File: src/rtl/l2_arbiter.sv
// rtl/l2_arbiter.sv - round-robin arbiter sharing one L2 request port between I-cache and D-cache
// One transaction at a time; request fields are latched at grant and held until L2 completes.
module l2_arbiter #(
  parameter int ADDR_W = 32,
  parameter int LINE_W = 256,
  parameter int CNT_W  = 32
) (
  input  logic              clk,
  input  logic              rst_n,
  input  logic              i_read,
  input  logic [ADDR_W-1:0] i_address,
  output logic [LINE_W-1:0] i_rdata,
  output logic              i_resp,
  input  logic              d_read,
  input  logic              d_write,
  input  logic [ADDR_W-1:0] d_address,
  input  logic [LINE_W-1:0] d_wdata,
  output logic [LINE_W-1:0] d_rdata,
  output logic              d_resp,
  output logic              l2_read,
  output logic              l2_write,
  output logic [ADDR_W-1:0] l2_address,
  output logic [LINE_W-1:0] l2_wdata,
  input  logic [LINE_W-1:0] l2_rdata,
  input  logic              l2_resp,
  input  logic              cnt_clr,
  output logic [CNT_W-1:0]  i_stall_count,
  output logic [CNT_W-1:0]  d_stall_count,
  output logic [CNT_W-1:0]  conflict_count
);

  typedef enum logic [2:0] {
    IDLE    = 3'd0,
    SERVE_I = 3'd1,
    SERVE_D = 3'd2,
    RESP_I  = 3'd3,
    RESP_D  = 3'd4
  } state_t;

  state_t state;
  state_t state_next;
  logic   last_d;
  logic   op_write;
  logic   d_req;
  logic   grant_i;
  logic   grant_d;
  logic   conflict;

  assign d_req    = d_read | d_write;
  assign conflict = (state == IDLE) && i_read && d_req;

  always_ff @(posedge clk or negedge rst_n) begin
    if (!rst_n) begin
      state <= IDLE;
    end else begin
      state <= state_next;
    end
  end

  // On a conflict the requester that was not served last wins.
  always_comb begin
    state_next = state;
    grant_i    = 1'b0;
    grant_d    = 1'b0;
    case (state)
      IDLE: begin
        if (i_read && d_req) begin
          grant_i = last_d;
          grant_d = !last_d;
        end else begin
          grant_i = i_read;
          grant_d = d_req;
        end
        if (grant_i) begin
          state_next = SERVE_I;
        end else if (grant_d) begin
          state_next = SERVE_D;
        end
      end
      SERVE_I: if (l2_resp) state_next = RESP_I;
      SERVE_D: if (l2_resp) state_next = RESP_D;
      RESP_I:  state_next = IDLE;
      RESP_D:  state_next = IDLE;
      default: state_next = IDLE;
    endcase
  end

  assign l2_read  = (state == SERVE_I) || ((state == SERVE_D) && !op_write);
  assign l2_write = (state == SERVE_D) && op_write;
  assign i_resp   = (state == RESP_I);
  assign d_resp   = (state == RESP_D);

  // A D request with both read and write high is carried out as a write.
  always_ff @(posedge clk or negedge rst_n) begin
    if (!rst_n) begin
      last_d     <= 1'b1;
      op_write   <= 1'b0;
      l2_address <= '0;
      l2_wdata   <= '0;
      i_rdata    <= '0;
      d_rdata    <= '0;
    end else begin
      if (grant_i) begin
        l2_address <= i_address;
        op_write   <= 1'b0;
      end else if (grant_d) begin
        l2_address <= d_address;
        l2_wdata   <= d_wdata;
        op_write   <= d_write;
      end
      if ((state == SERVE_I) && l2_resp) i_rdata <= l2_rdata;
      if ((state == SERVE_D) && l2_resp) d_rdata <= l2_rdata;
      if (state == RESP_I) last_d <= 1'b0;
      if (state == RESP_D) last_d <= 1'b1;
    end
  end

  function automatic logic [CNT_W-1:0] sat_inc(input logic [CNT_W-1:0] v, input logic en);
    logic [CNT_W-1:0] one;
    one = {{(CNT_W-1){1'b0}}, 1'b1};
    return (en && (v != {CNT_W{1'b1}})) ? v + one : v;
  endfunction

  always_ff @(posedge clk or negedge rst_n) begin
    if (!rst_n) begin
      i_stall_count  <= '0;
      d_stall_count  <= '0;
      conflict_count <= '0;
    end else if (cnt_clr) begin
      i_stall_count  <= '0;
      d_stall_count  <= '0;
      conflict_count <= '0;
    end else begin
      i_stall_count  <= sat_inc(i_stall_count, i_read && !i_resp);
      d_stall_count  <= sat_inc(d_stall_count, d_req && !d_resp);
      conflict_count <= sat_inc(conflict_count, conflict);
    end
  end

endmodule

File: config.mk
export PLATFORM = sky130hd
export DESIGN_NAME = l2_arbiter
export DESIGN_NICKNAME = d
export VERILOG_FILES = /design/src/rtl/l2_arbiter.sv
export SDC_FILE = /design/constraint.sdc
export NUM_CORES = 1
export LEC_CHECK = 0
export ABC_AREA = 1
export BUFFER_PORTS_ARGS = -buffer_cell sky130_fd_sc_hd__buf_4
export CAP_MARGIN = 20
export CORE_AREA = 2 2 575 577
export CTS_CLUSTER_SIZE = 8
export DETAILED_ROUTE_END_ITERATION = 10
export DIE_AREA = 0 0 577 579
export GPL_TIMING_DRIVEN = 0
export HOLD_SLACK_MARGIN = 0.05
export PLACE_DENSITY = 0.3
export RECOVER_POWER = 50
export SYNTH_ARGS = -nofsm -noshare
export SYNTH_HDL_FRONTEND = slang
export SYNTH_SLANG_ARGS = --single-unit
export TNS_END_PERCENT = 20
File: constraint.sdc
create_clock -name clk -period 1.73 [get_ports clk]
set_clock_uncertainty 0.2 [all_clocks]
set_input_delay 0.173 -clock clk [delete_from_list [all_inputs] [get_ports clk]]
set_output_delay 0.173 -clock clk [all_outputs]
set_load 0.01 [all_outputs]
==> impl_metrics.toml <==
[sta]
hold_viol = 192
fin_ws_ns = -0.458
hold-worst-slack_ns = -0.693
rsz0062_at_grt = "yes"
tightest_slew_ns = 1.19
slew_violations = 0
period_share_pct = 126
max_freq_ghz = 0.457
max_slew_margin_pct = 20.7
min_period_ns = 2.19
setup_violations = 1258

[floorplan]
die-area_mm2 = 0.334
rows = 211
die_x_um = 577
io_pins = 1483
start_util_pct = 11.2
coreArea_mm2 = 0.329
die_y_um = 579

[routing]
viasPerCell = 3.40
routed_wl_um = 253000
vias = 36471
drc = 0
ant_nets = 0
drtPass1Iterations = 5
drt_iter0_drc = 1646
post_drt_wl_per_cell_um = 23.6

[synthesis]
async_flop_share_pct = 100
yosys.area.top_type = "dfrtp_1"
synth_edf_count = 0
seq_area_frac_synth_pct = 61.2
ys_seq_elements = 901
synth_top_area_share_pct = 61.1
syn-num-nets = 3978
yosys_most_used_dff = "dfrtp_1"
synth_area_per_cell_um2 = 10.9
netlist-cell-type-count = 37
yosys_warnings = 0
synth_area_mm2 = 0.0369
yosys-top-cells-area = "dfrtp_1 (61%), mux2_2 (14%), nand2_1 (13%), nand3_1 (1.9%), nor2_1 (1.8%)"
netlist_instances = 3392

[clocking]
cts-htree-levels = 4
cts_tree = "yes"
cts_buffer_depth = 4
clock_latency_ns = 0.81
clock_sinks = 901
clkTransAtPathRegs_ns = 0.05
cts_buffers = 141
clockRootBuffer = "clkbuf_16"

[status]
outcome = "finished, violations left"
violations = "hold timing, setup timing"

[layout]
final_area_mm2 = 0.0725
layout.cells.non_filler = 10723
area_delta_synth_final_pct = 96.7
fin_nets = 6871
drive_above_1_share_pct = 41.2
n_fill_cell = 36069

[power]
irDropWorstVdd_uv = 783
power_frac_comb_pct = 46.2
power_leakage_uw = 0.0337
powerDensity_mw_per_mm2 = 1620
seqPwrFrac_pct = 31.3
p_switching_uw = 45200
swShare_pct = 38.5
power.clock.fraction_pct = 22.5
p_int_uw = 72300

[placement]
portBuffers = 1482
post-dp-hpwl_um = 195000
place_congestion = 0.811
placed_cells = 9249
placed_area_mm2 = 0.0538

[setup_path]
crit_type = "reg2reg"
critPathLaunchType = "flip-flop"
end_kind = "flip-flop"
timing.reg2reg.setup_slack_ns = -0.46
critPathRequiredTime_ns = 2.20
slowest_stage = "dfrtp_2"
path_max_fanout = 7
reg2reg_to = "i_rdata[165]$_DFFE_PN0P_"
reg2reg_depth = 8
cp_data_arrival_time_ns = 2.66
cpPeakStageDelay_ns = 0.47
crit_path_frequent_cell = "nor2_4"
worstReg2RegStart = "state[2]$_DFFE_PN0P_"
crit_path_cell_trace = "nor2_4, nand2_2, nor2_4, buf_12, buf_8, buf_16, clkbuf_16, mux2_2"

[global_route]
antenna_found_initial = 66
grtUsageTotal_pct = 14.4
grt_pass1_wl_um = 334000
overflow = 0
grt_pass1_vias = 38352
grt_max_degree = 156

[job]
cap_violations = 0

[worst_hold_path]
hp-class = "in2async"
==> worst max-delay path: cells and delay by family, from the launching register on <==
family | cells | cell delay (ns)
muxes | 1 | 0.33
DFF | 1 | 0.47
and+or+nand+nor | 3 | 0.38
buffers and inverters | 4 | 0.67
==> repair_timing <==
action | in CTS | in global routing
hold buffers | 1138 | 2
pin swaps | 29 | 22
hold endpoints to repair | 1256 | 442
gates resized for setup | 334 | 159
endpoints found under the setup margin | 2109 | 2100
cloned | 19 | 13
buffers inserted | 46 | 42
==> area by class of cell <==
class,instances,area (um2),share of cell area [%]
clock buffer,167,3730,5.14
buffer,143,1800,2.49
multi-input combinational,2238,13700,18.8
inverter,110,449,0.620
sequential,901,22600,31.2
clock inverter,18,248,0.342
tap,4366,5460,7.53
timing repair buffer,2750,24500,33.8
antenna,30,75.1,0.104
==> cells in the final DEF (no fill, tap or decap), drive strengths merged <==
master	count
clkbuf	214
a21oi	6
xnor2	5
nor3b	1
dfstp	1
clkinv	12
nor3	7
nand3	139
mux2	512
buf	1707
a21o	1
o21ai	23
xor2	24
o31ai	1
nand2	1272
diode	30
bufbuf	1
nor2	191
ha	3
nand4	41
o22ai	1
bufinv	2
dlygate4sd3	1138
inv	114
or2	10
and2	1
dfrtp	900
==> state kept, by name (all words and copies together), names as in the netlist <==
signal / cells
l2_wdata: 256
i_stall_count: 32
d_stall_count: 32
d_rdata: 256
last_d: 1
op_write: 1
i_rdata: 256
state: 3
l2_address: 32
conflict_count: 32
==> stage by stage <==
step | hold WS, ns | util (%) | setup WS (ns) | setup TNS, ns | total power (uW)
3_5_place_dp | -0.117 | 16.4 | -1.69 | -1377.24 | 85700
3_3_place_gp | 0.185 | 16.3 | -12.63 | - | 85500
5_1_grt | -0.729 | 22.0 | -0.572 | -498.64 | 125000
6_report | -0.693 | 22.1 | -0.458 | -312.51 | 118000
2_1_floorplan | -0.323 | - | -0.116 | -20.13 | 54600
4_1_cts | -0.932 | 21.7 | -0.540 | -508.83 | 120000
==> kinds of logic after synthesis <==
logic type	after synthesis	share of synthesized area, %
and+or+nand+nor	1662	18.2
xor gates and xnor gates	29	0.689
AOI/OAI and AO/OA	32	0.574
adders and majority gates	3	0.102
DFF	901	61.2
buffers and inverters	253	3.61
muxes	512	15.6
==> worst max-delay path by stage <==
| stage | startpoint | cells after the start | endpoint |
|---|---|---|---|
| final | state[2]$_DFFE_PN0P_ | 8 | i_rdata[165]$_DFFE_PN0P_ |
| after global routing | state[1]$_DFFE_PN0P_ | 5 | l2_read |
| after CTS | state[2]$_DFFE_PN0P_ | 4 | l2_read |
| after detailed placement | state[2]$_DFFE_PN0P_ | 7 | d_rdata[117]$_DFFE_PN0P_ |
| after global placement | rst_n | 1 | d_rdata[161]$_DFFE_PN0P_ |
| after floorplan | d_stall_count[0]$_DFFE_PN0P_ | 10 | d_stall_count[28]$_DFFE_PN0P_ |
==> synth_stat cells, types with 4 or more instances <==
cell type / count
buf_4: 28
o21ai_2: 4
nand2_2: 9
mux2_1: 56
or2_2: 10
buf_1: 7
nand2_1: 1261
inv_2: 5
nor2_4: 7
clkbuf_1: 28
o21ai_1: 11
nand4_1: 41
o21ai_0: 8
nand3_1: 139
mux2_2: 456
nor2_2: 8
dfrtp_1: 900
nor3_1: 7
buf_6: 28
buf_2: 52
xnor2_1: 5
nor2_1: 173
xor2_1: 24
inv_1: 104
==> metal layers <==
| layer | GRT usage, % | vias to the layer above | routed length [um] |
|---|---|---|---|
| li1 | - | 16809 | - |
| met1 | 17.5 | 18041 | 104000 |
| met2 | 23.6 | 1311 | 119000 |
| met3 | 5.25 | 304 | 21900 |
| met4 | 4.38 | 6 | 7610 |
| met5 | 0.298 | - | 168 |
==> power by group through the flow <==
stage	logic, uW	clock network (uW)	registers [uW]
4_1_cts	55100	27800	36900
3_5_place_dp	48800	0	36900
5_1_grt	58200	28500	38000
2_1_floorplan	14800	0	39800
3_3_place_gp	48700	0	36700
6_report	54300	26500	36900
Note: power is estimated with default switching activity, not from simulation.
